===== src/rtl/bit_serializer_pkg.sv =====
// Shared types and constants for the bit_serializer block.
package bit_serializer_pkg;

  // Default parallel word width.
  localparam int DEFAULT_WIDTH = 8;

  // Serializer control states.
  typedef enum logic {
    IDLE  = 1'b0,
    SHIFT = 1'b1
  } state_t;

endpackage


===== src/rtl/ser_bit_counter.sv =====
// Down-counter tracking the remaining bits of the word being serialized.
// Loads with load_val, decrements on dec and saturates at zero.
module ser_bit_counter
  import bit_serializer_pkg::*;
#(
  parameter int WIDTH = DEFAULT_WIDTH,
  localparam int CNT_W = $clog2(WIDTH)
) (
  input  logic             clk,
  input  logic             resetn,
  input  logic             load,
  input  logic [CNT_W-1:0] load_val,
  input  logic             dec,
  output logic             zero
);

  logic [CNT_W-1:0] cnt;

  // Count register: load wins over decrement; never wraps below zero.
  always_ff @(posedge clk) begin
    // NOTE: sequential state uses non-blocking assignments so every flop
    // samples pre-edge values regardless of block ordering.
    if (!resetn) begin
      cnt <= '0;
    end else if (load) begin
      cnt <= load_val;
    end else if (dec && (cnt != '0)) begin
      cnt <= cnt - 1'b1;
    end
  end

  assign zero = (cnt == '0);

endmodule


===== src/rtl/bit_serializer.sv =====
// Parallel-to-serial converter, MSB first, with a load/ready handshake and
// a shift_en strobe that stretches the current bit while low.
// Optional one-word holding buffer for gapless back-to-back words is
// enabled by defining BIT_SERIALIZER_HOLD_BUF_EN.
module bit_serializer
  import bit_serializer_pkg::*;
#(
  parameter int WIDTH = DEFAULT_WIDTH
) (
  input  logic             clk,
  input  logic             resetn,
  input  logic [WIDTH-1:0] data_in,
  input  logic             load,
  output logic             ready,
  input  logic             shift_en,
  output logic             w,
  output logic             w_valid,
  output logic             busy,
  output logic             done
);

  localparam int CNT_W = $clog2(WIDTH);
  localparam logic [CNT_W-1:0] LAST_IDX = CNT_W'(WIDTH - 1);

  state_t           state, next_state;
  logic [WIDTH-1:0] shreg, shreg_next;
  logic             done_q, done_next;
  logic             cnt_load, cnt_dec, cnt_zero;
  logic             accept;

`ifdef BIT_SERIALIZER_HOLD_BUF_EN
  logic [WIDTH-1:0] hold_buf;
  logic             buf_full, buf_set, buf_clr, last;

  assign ready = !buf_full;
  assign last  = (state == SHIFT) && shift_en && cnt_zero;
`else
  assign ready = (state == IDLE);
`endif

  assign accept = load && ready;

  ser_bit_counter #(.WIDTH(WIDTH)) u_cnt (
    .clk      (clk),
    .resetn   (resetn),
    .load     (cnt_load),
    .load_val (LAST_IDX),
    .dec      (cnt_dec),
    .zero     (cnt_zero)
  );

  // Next-state, shift-register and handshake decode.
  always_comb begin
    // NOTE: every output of this block gets a default first so no path
    // leaves a signal unassigned and no latch is inferred.
    next_state = state;
    shreg_next = shreg;
    cnt_load   = 1'b0;
    cnt_dec    = 1'b0;
    done_next  = 1'b0;
`ifdef BIT_SERIALIZER_HOLD_BUF_EN
    buf_set    = 1'b0;
    buf_clr    = 1'b0;
`endif
    case (state)
      IDLE: begin
        if (accept) begin
          next_state = SHIFT;
          shreg_next = data_in;
          cnt_load   = 1'b1;
        end
      end
      SHIFT: begin
        if (shift_en) begin
          if (!cnt_zero) begin
            shreg_next = {shreg[WIDTH-2:0], 1'b0};
            cnt_dec    = 1'b1;
          end else begin
`ifdef BIT_SERIALIZER_HOLD_BUF_EN
            if (buf_full) begin
              shreg_next = hold_buf;
              cnt_load   = 1'b1;
              buf_clr    = 1'b1;
            end else if (accept) begin
              shreg_next = data_in;
              cnt_load   = 1'b1;
            end else begin
              next_state = IDLE;
              done_next  = 1'b1;
            end
`else
            next_state = IDLE;
            done_next  = 1'b1;
`endif
          end
        end
`ifdef BIT_SERIALIZER_HOLD_BUF_EN
        // A load that does not coincide with last-bit consumption parks
        // in the buffer until the current word drains.
        if (accept && !last) begin
          buf_set = 1'b1;
        end
`endif
      end
      default: next_state = IDLE;
    endcase
  end

  // State, shift register and done pulse registers.
  always_ff @(posedge clk) begin
    if (!resetn) begin
      state  <= IDLE;
      shreg  <= '0;
      done_q <= 1'b0;
    end else begin
      state  <= next_state;
      shreg  <= shreg_next;
      done_q <= done_next;
    end
  end

`ifdef BIT_SERIALIZER_HOLD_BUF_EN
  // Holding buffer; reset discards any parked word.
  always_ff @(posedge clk) begin
    // NOTE: the buffer data is reset too, so a discarded word can never
    // reappear on w after reset.
    if (!resetn) begin
      hold_buf <= '0;
      buf_full <= 1'b0;
    end else if (buf_set) begin
      hold_buf <= data_in;
      buf_full <= 1'b1;
    end else if (buf_clr) begin
      buf_full <= 1'b0;
    end
  end
`endif

  // Outputs decode from registers only.
  assign w_valid = (state == SHIFT);
  assign busy    = (state == SHIFT);
  assign w       = w_valid && shreg[WIDTH-1];
  assign done    = done_q;

endmodule


===== config.mk =====
export PLATFORM = sky130hd
export DESIGN_NAME = bit_serializer
export DESIGN_NICKNAME = d
export VERILOG_FILES = /design/src/rtl/bit_serializer_pkg.sv /design/src/rtl/ser_bit_counter.sv /design/src/rtl/bit_serializer.sv
export SDC_FILE = /design/constraint.sdc
export NUM_CORES = 1
export LEC_CHECK = 0
export ABC_AREA = 1
export CORE_MARGIN = 2
export CORE_UTILIZATION = 30
export CTS_CLUSTER_DIAMETER = 50
export DETAILED_ROUTE_END_ITERATION = 7
export MAX_ROUTING_LAYER = met4
export SLEW_MARGIN = 20
export SYNTH_ARGS = -nofsm -noshare
export SYNTH_HDL_FRONTEND = slang
export SYNTH_SLANG_ARGS = --single-unit

===== constraint.sdc =====
create_clock -name clk -period 1 [get_ports clk]
set_input_delay 0.1 -clock clk [delete_from_list [all_inputs] [get_ports clk]]
set_output_delay 0.1 -clock clk [all_outputs]
set_load 0.03 [all_outputs]

==> impl_metrics.env, run 1 <==
export IMPL_status="finished, violations left"
export IMPL_violations="setup timing"
export IMPL_antenna_found_initial=0
export IMPL_tritoncts="done"
export IMPL_worstSkewPairLatency_ns=0.28
export IMPL_arrival_ns=0.99
export IMPL_slew_headroom_pct=83.89
export IMPL_synth_edf_count=0
export IMPL_hp_class="in2reg"
export IMPL_synth_avg_cell_area_um2=6.966
export IMPL_layout_min_cycle_time_ns=1.089
export IMPL_first_global_vias=665
export IMPL_start_util_pct=31.50
export IMPL_synth_most_common_cell="nand2_1"
export IMPL_synthTopCellsByArea="dfxtp_1 34%, nand2_1 12%, nand3_2 10%"
export IMPL_synth_distinct_cells=19
export IMPL_post_drt_via_cell_ratio=4.476
export IMPL_drc=0
export IMPL_p_total_mw=1.559
export IMPL_antenna_left=0
export IMPL_drt_iter0_drc=15
export IMPL_clk_pin_slew_ns=0.09
export IMPL_cellPowerDensity_nw_per_um2=1334
export IMPL_setup_viol=17
export IMPL_wire_per_inst_um=10.63
export IMPL_synth_warnings=0
export IMPL_register_area_um2=266.5
export IMPL_r2r_cells=6
export IMPL_grt_pass1_wl_mm=2.863
export IMPL_ctsHoldBuffers=0
export IMPL_drtPass1Iterations=4
export IMPL_final_hold_viol_count=0
export IMPL_numPortBuffers=16
export IMPL_seq_area_frac_synth_pct=33.66
export IMPL_core_area_um2=2455
export IMPL_fin_nets=151
export IMPL_multi_input_area_um2=505.5
export IMPL_ios=17
export IMPL_cts_buffers=3
export IMPL_synthArstFlopShare_pct=0
export IMPL_drive_above_1_share_pct=39.71
export IMPL_nFillCells=247
export IMPL_setup_ws_ns=-0.08898
export IMPL_maxSlewViolCount=0
export IMPL_fmax_ghz=0.9183
export IMPL_post_dp_cell_area_um2=1008
export IMPL_synthToLayoutAreaGrowth_pct=51.13
export IMPL_cp_required_ns=0.90
export IMPL_synth_area_um2=773.2
export IMPL_fin_skew_ns=0.001808
export IMPL_startpoint_type="flip-flop"
export IMPL_ir_worst_vdd_uv=867.3
export IMPL_dp_hpwl_mm=1.189
export IMPL_cts_root_buf="clkbuf_4"
export IMPL_gp_congestion=0.7739
export IMPL_yosys_area_top_type="dfxtp_1"
export IMPL_fin_cells=166
export IMPL_r2r_start="u_cnt.cnt[0]"
export IMPL_cp_max_fo=8
export IMPL_cts_sinks=13
export IMPL_rsz0062_at_grt="true"
export IMPL_cts_path_max_buffers=2
export IMPL_critPathKind="reg2out"
export IMPL_rows=18
export IMPL_r2r_slack_ns=-0.09
export IMPL_pre_cts_slack_ns=-0.2612
export IMPL_end_kind="output pin"
export IMPL_layout_worst_path_cycle_share_pct=108.9
export IMPL_num_antenna_cells=0
export IMPL_grt_overflow=0
export IMPL_startpoint="busy"
export IMPL_die_y_um=54.77
export IMPL_synth_commonest_cells="24 x nand2_1, 19 x nor2_1, 15 x inv_1"
export IMPL_wirelength_mm=1.765
export IMPL_cellLeakagePower_nw=0.5434
export IMPL_dpl_cell_count=159
export IMPL_drv_cap=0
export IMPL_ctsHtreeMaxLevel=1
export IMPL_syn_inst=111
export IMPL_r2r_end="shreg[7]"
export IMPL_yosysTopAreaCellShare_pct=33.66
export IMPL_num_vias=743
export IMPL_die_w_um=54.77
export IMPL_grt_max_degree=13
export IMPL_mappedNetlistNets=125
export IMPL_ys_flop_type="dfxtp_1"
export IMPL_final_area_um2=1169
export IMPL_dieArea_um2=3000
export IMPL_crit_end="ready"
export IMPL_grtUsageTotal_pct=14.38
export IMPL_utilization_pct=47.60
export IMPL_worst_pin_slew_ns=0.2400
export IMPL_ys_ff_latch=13
metal layers:
layer / share of wire [%] / up-vias / track usage (%)
met1: 47 / 339 / 17.60
met2: 50 / 8 / 22.42
met4: 0.79 / 0 / 7.500
met5: 0 / - / -
met3: 2.9 / 2 / 2.459
li1: - / 394 / -
cell families after synthesis:
logic type | synth area share (%)
AOI/OAI and AO/OA | 7.766
and+or+nand+nor | 39.32
buffers and inverters | 16.02
adders and majority gates | 3.236
DFF | 33.66
cell usage in the layout (no fill, tap or decap):
master           Yosys  final
dfxtp_2              0      2
a21oi_2              0      1
o21ai_1              4      7
nor2_4               0      1
nor3_1               1      1
o21ai_0              5      2
nand3_4              0      1
ha_4                 0      1
dfxtp_4              0      1
ha_1                 2      1
nand3b_1             1      1
nand3_2              8      9
a21oi_1              3      2
clkbuf_1             0      1
clkbuf_4             0      3
buf_6                4      3
nor2_2               0      7
inv_1               15     11
dfxtp_1             13     10
buf_4                1     10
nand2_4              1      2
buf_12               0      2
inv_6                0      2
inv_2                1      4
nand3_1              4      2
nor2_1              19     11
nand2_2              3      2
nand2_8              0      3
clkdlybuf4s50_1      0     11
nand2_1             24     22
registers in the layout, summed over array words and instances (netlist names):
signal / flops
shreg: 8
done: 1
u_cnt.cnt: 3
busy: 1
stage by stage:
step	setup TNS, ns	hold WS, ns
3_3_place_gp	-2.408	0.4751
3_5_place_dp	-2.604	0.4819
4_1_cts	-0.8308	0.3949
6_report	-1.003	0.4030
2_1_floorplan	-0.7015	0.2353
5_1_grt	-1.817	0.4150
where the power goes:
part	switching (mW)	total [mW]	internal, mW
registers	0.0277	0.601	0.573
logic	0.334	0.613	0.280
clock network	0.190	0.345	0.155
total	0.551	1.56	1.01
worst max-delay path: stages (launching register included):
cell     delay [ns]
dfxtp_4        0.37
inv_6          0.10
buf_12         0.12
buf_6          0.12
worst min-delay path by stage:
stage / startpoint / end / slack [ns] / cells after the start
global route: data_in[0] / shreg[0] / 0.42 / 3
detailed placement: shreg[0] / shreg[0] / 0.48 / 2
finish: data_in[0] / shreg[0] / 0.40 / 3
floorplan: shift_en / done / 0.24 / 2
global placement: shreg[0] / shreg[0] / 0.48 / 2
CTS: data_in[0] / shreg[0] / 0.39 / 3
what timing repair did:
item | in CTS | in global routing
endpoints found under the setup margin | 15 | 17
cloned | 1 | 0
setup buffers | 1 | 1
resized for setup | 18 | 11
pin swaps | 5 | 5
layout make-up:
type                       instances  area share (%)
sequential                        13           22.81
tap                               30           3.212
multi-input combinational         76           43.25
clock buffer                       4           2.248
inverter                          17           6.317
timing repair buffer              26           22.16
Note: power is estimated with default switching activity, not from simulation.
==> inputs of run 2 (changes only) <==
--- a/config.mk
+++ b/config.mk
@@ -10,8 +10,10 @@
 export CORE_UTILIZATION = 30
 export CTS_CLUSTER_DIAMETER = 50
 export DETAILED_ROUTE_END_ITERATION = 7
+export GPL_TIMING_DRIVEN = 0
 export MAX_ROUTING_LAYER = met4
 export SLEW_MARGIN = 20
 export SYNTH_ARGS = -nofsm -noshare
 export SYNTH_HDL_FRONTEND = slang
 export SYNTH_SLANG_ARGS = --single-unit
+export TNS_END_PERCENT = 50
==> run 2 against run 1 <==
  * Setup slack got worse by 0.077 ns
  * Via count is 1.2% higher
  * Critical path type unchanged
  * Maximum frequency shrank 6.6%
  * Largest cell class unchanged
  * The flow still finishes with violations (setup timing)
  * Critical path depth is 1 higher
==> impl_metrics.env, run 2 (same netlist as run 1, synthesis figures left out) <==
export IMPL_mostFrequentLayoutCells="22 x nand2_1, 19 x nor2_1, 13 x inv_1, 10 x dfxtp_1, 10 x clkdlybuf4s50_1"
export IMPL_numPortBuffers=15
export IMPL_rows=18
export IMPL_layout_worst_path_cycle_share_pct=116.6
export IMPL_drive_above_1_share_pct=35.97
export IMPL_layout_min_cycle_time_ns=1.166
export IMPL_final_common_cell="nand2_1"
export IMPL_grtUsageTotal_pct=14.45
export IMPL_clk_pin_slew_ns=0.09
export IMPL_num_vias=752
export IMPL_drv_cap=0
export IMPL_wire_per_inst_um=10.66
export IMPL_arrival_ns=1.07
export IMPL_start_util_pct=31.50
export IMPL_startpoint_type="flip-flop"
export IMPL_cellPowerDensity_nw_per_um2=1319
export IMPL_cp_max_fo=6
export IMPL_wirelength_mm=1.801
export IMPL_dpl_cell_count=156
export IMPL_reg_largest_list="shreg: 8 flops, u_cnt.cnt: 3 flops"
export IMPL_end_kind="output pin"
export IMPL_post_drt_via_cell_ratio=4.450
export IMPL_grt_pass1_wl_mm=2.898
export IMPL_post_dp_cell_area_um2=987.2
export IMPL_r2r_end="shreg[6]"
export IMPL_setup_tns_final_ns=-1.609
export IMPL_holdPathStages=3
export IMPL_fin_skew_ns=0.0006133
export IMPL_first_global_vias=657
export IMPL_fin_cells=169
export IMPL_cts_root_buf="clkbuf_4"
export IMPL_cts_sinks=13
export IMPL_tritoncts="done"
export IMPL_r2r_start="u_cnt.cnt[0]"
export IMPL_num_antenna_cells=0
export IMPL_cp_required_ns=0.90
export IMPL_slowest_delay_ns=0.36
export IMPL_cts_buffers=3
export IMPL_dieArea_um2=3000
export IMPL_cp_common_cell="buf_8"
export IMPL_maxSlewViolCount=0
export IMPL_cellLeakagePower_nw=0.5822
export IMPL_synthToLayoutAreaGrowth_pct=50.65
export IMPL_drc=0
export IMPL_final_hold_viol_count=0
export IMPL_setup_ws_ns=-0.1663
export IMPL_critPathKind="reg2out"
export IMPL_utilization_pct=47.45
export IMPL_r2r_slack_ns=-0.14
export IMPL_slew_headroom_pct=80.37
export IMPL_antenna_found_initial=0
export IMPL_status="finished, violations left"
export IMPL_worst_pin_slew_ns=0.2956
export IMPL_core_area_um2=2455
export IMPL_drtPass1Iterations=2
export IMPL_crit_buf_inv=4
export IMPL_ir_worst_vdd_uv=829.6
export IMPL_die_y_um=54.77
export IMPL_hp_class="in2reg"
export IMPL_setup_viol=15
export IMPL_min_delay_start="resetn"
export IMPL_worstSkewPairLatency_ns=0.29
export IMPL_cp_top_family="buffers and inverters"
export IMPL_drt_iter0_drc=5
export IMPL_grt_overflow=0
export IMPL_startpoint="busy"
export IMPL_ios=17
export IMPL_grt_max_degree=11
export IMPL_gp_congestion=0.7666
export IMPL_rsz0062_at_grt="true"
export IMPL_cts_path_max_buffers=2
export IMPL_r2r_cells=8
export IMPL_final_area_um2=1165
export IMPL_fin_nets=154
export IMPL_fmax_ghz=0.8574
export IMPL_violations="setup timing"
export IMPL_critPathSlowestCell="dfxtp_4"
export IMPL_antenna_left=0
export IMPL_crit_cells=4
export IMPL_largest_reg_flops=8
export IMPL_die_w_um=54.77
export IMPL_crit_chain="buf_8, inv_8, buf_8, buf_6"
export IMPL_largest_register="shreg"
export IMPL_ctsHoldBuffers=0
export IMPL_ctsHtreeMaxLevel=1
export IMPL_nFillCells=237
export IMPL_hold_end="u_cnt.cnt[0]"
export IMPL_dp_hpwl_mm=1.186
## run 2: cell types whose count changed in the layout (fill, tap and decap cells not counted), moves of 3 or more
cell     previous run  this run
buf_8               0         3
inv_2               4         1
nand2_8             3         0
nor2_1             11        19
nor2_2              7         0
o21ai_1             7         3
o21ai_2             0         5
## run 2: what timing repair did
action	CTS	global route
buffers inserted	3	5
cloned	0	1
endpoints found under the hold margin	0	0
gates resized for setup	37	12
setup endpoints to repair	17	17
pin swaps	1	10
## run 2: through the flow
| stage | worst slack (ns) | hold WS (ns) | total power [mW] |
|---|---|---|---|
| final | -0.1663 | 0.1216 | 1.536 |
| after global placement | -0.4732 | 0.4348 | 1.065 |
| after CTS | -0.1769 | 0.1269 | 1.473 |
| after detailed placement | -0.4663 | 0.4347 | 1.075 |
| after global routing | -0.2354 | 0.1293 | 1.647 |
| after floorplan | -0.08110 | 0.2353 | 0.9458 |
## run 2: metal layers
metal	GRT usage, %	wire, um	vias to the layer above
met5	-	0	-
li1	-	-	401
met4	9.167	40	0
met2	21.83	921	10
met1	17.49	783	336
met3	2.732	56	5
## run 2: cell type report
type | instances | area [um2] | area share (%)
Buffer | 6 | 68.82 | 5.908
Clock buffer | 4 | 26.28 | 2.256
Inverter | 17 | 76.32 | 6.552
Multi-Input combinational cell | 75 | 452.9 | 38.88
Sequential cell | 13 | 266.5 | 22.88
Tap cell | 30 | 37.54 | 3.222
Timing Repair Buffer | 24 | 236.5 | 20.30
## run 2: worst max-delay path by stage
stage | slack (ns) | to
6_report | -0.17 | ready
5_1_grt | -0.24 | shreg[5]
4_1_cts | -0.18 | ready
3_5_place_dp | -0.47 | ready
3_3_place_gp | -0.47 | ready
2_1_floorplan | -0.08 | u_cnt.cnt[0]
## run 2: worst reg2reg max path, stage by stage (launching register included)
cell     delay (ns)
dfxtp_2        0.36
inv_4          0.05
ha_4           0.16
nand2_4        0.07
nand2_4        0.07
buf_8          0.14
nand3_2        0.05
nand2_1        0.05
nor2_1         0.12
## run 2: where the power goes
part	switching, mW	internal [mW]	leakage, nW
Clock	0.196	0.155	0.0150
Sequential	0.0235	0.573	0.109
Combinational	0.304	0.284	0.458
Total	0.523	1.01	0.582
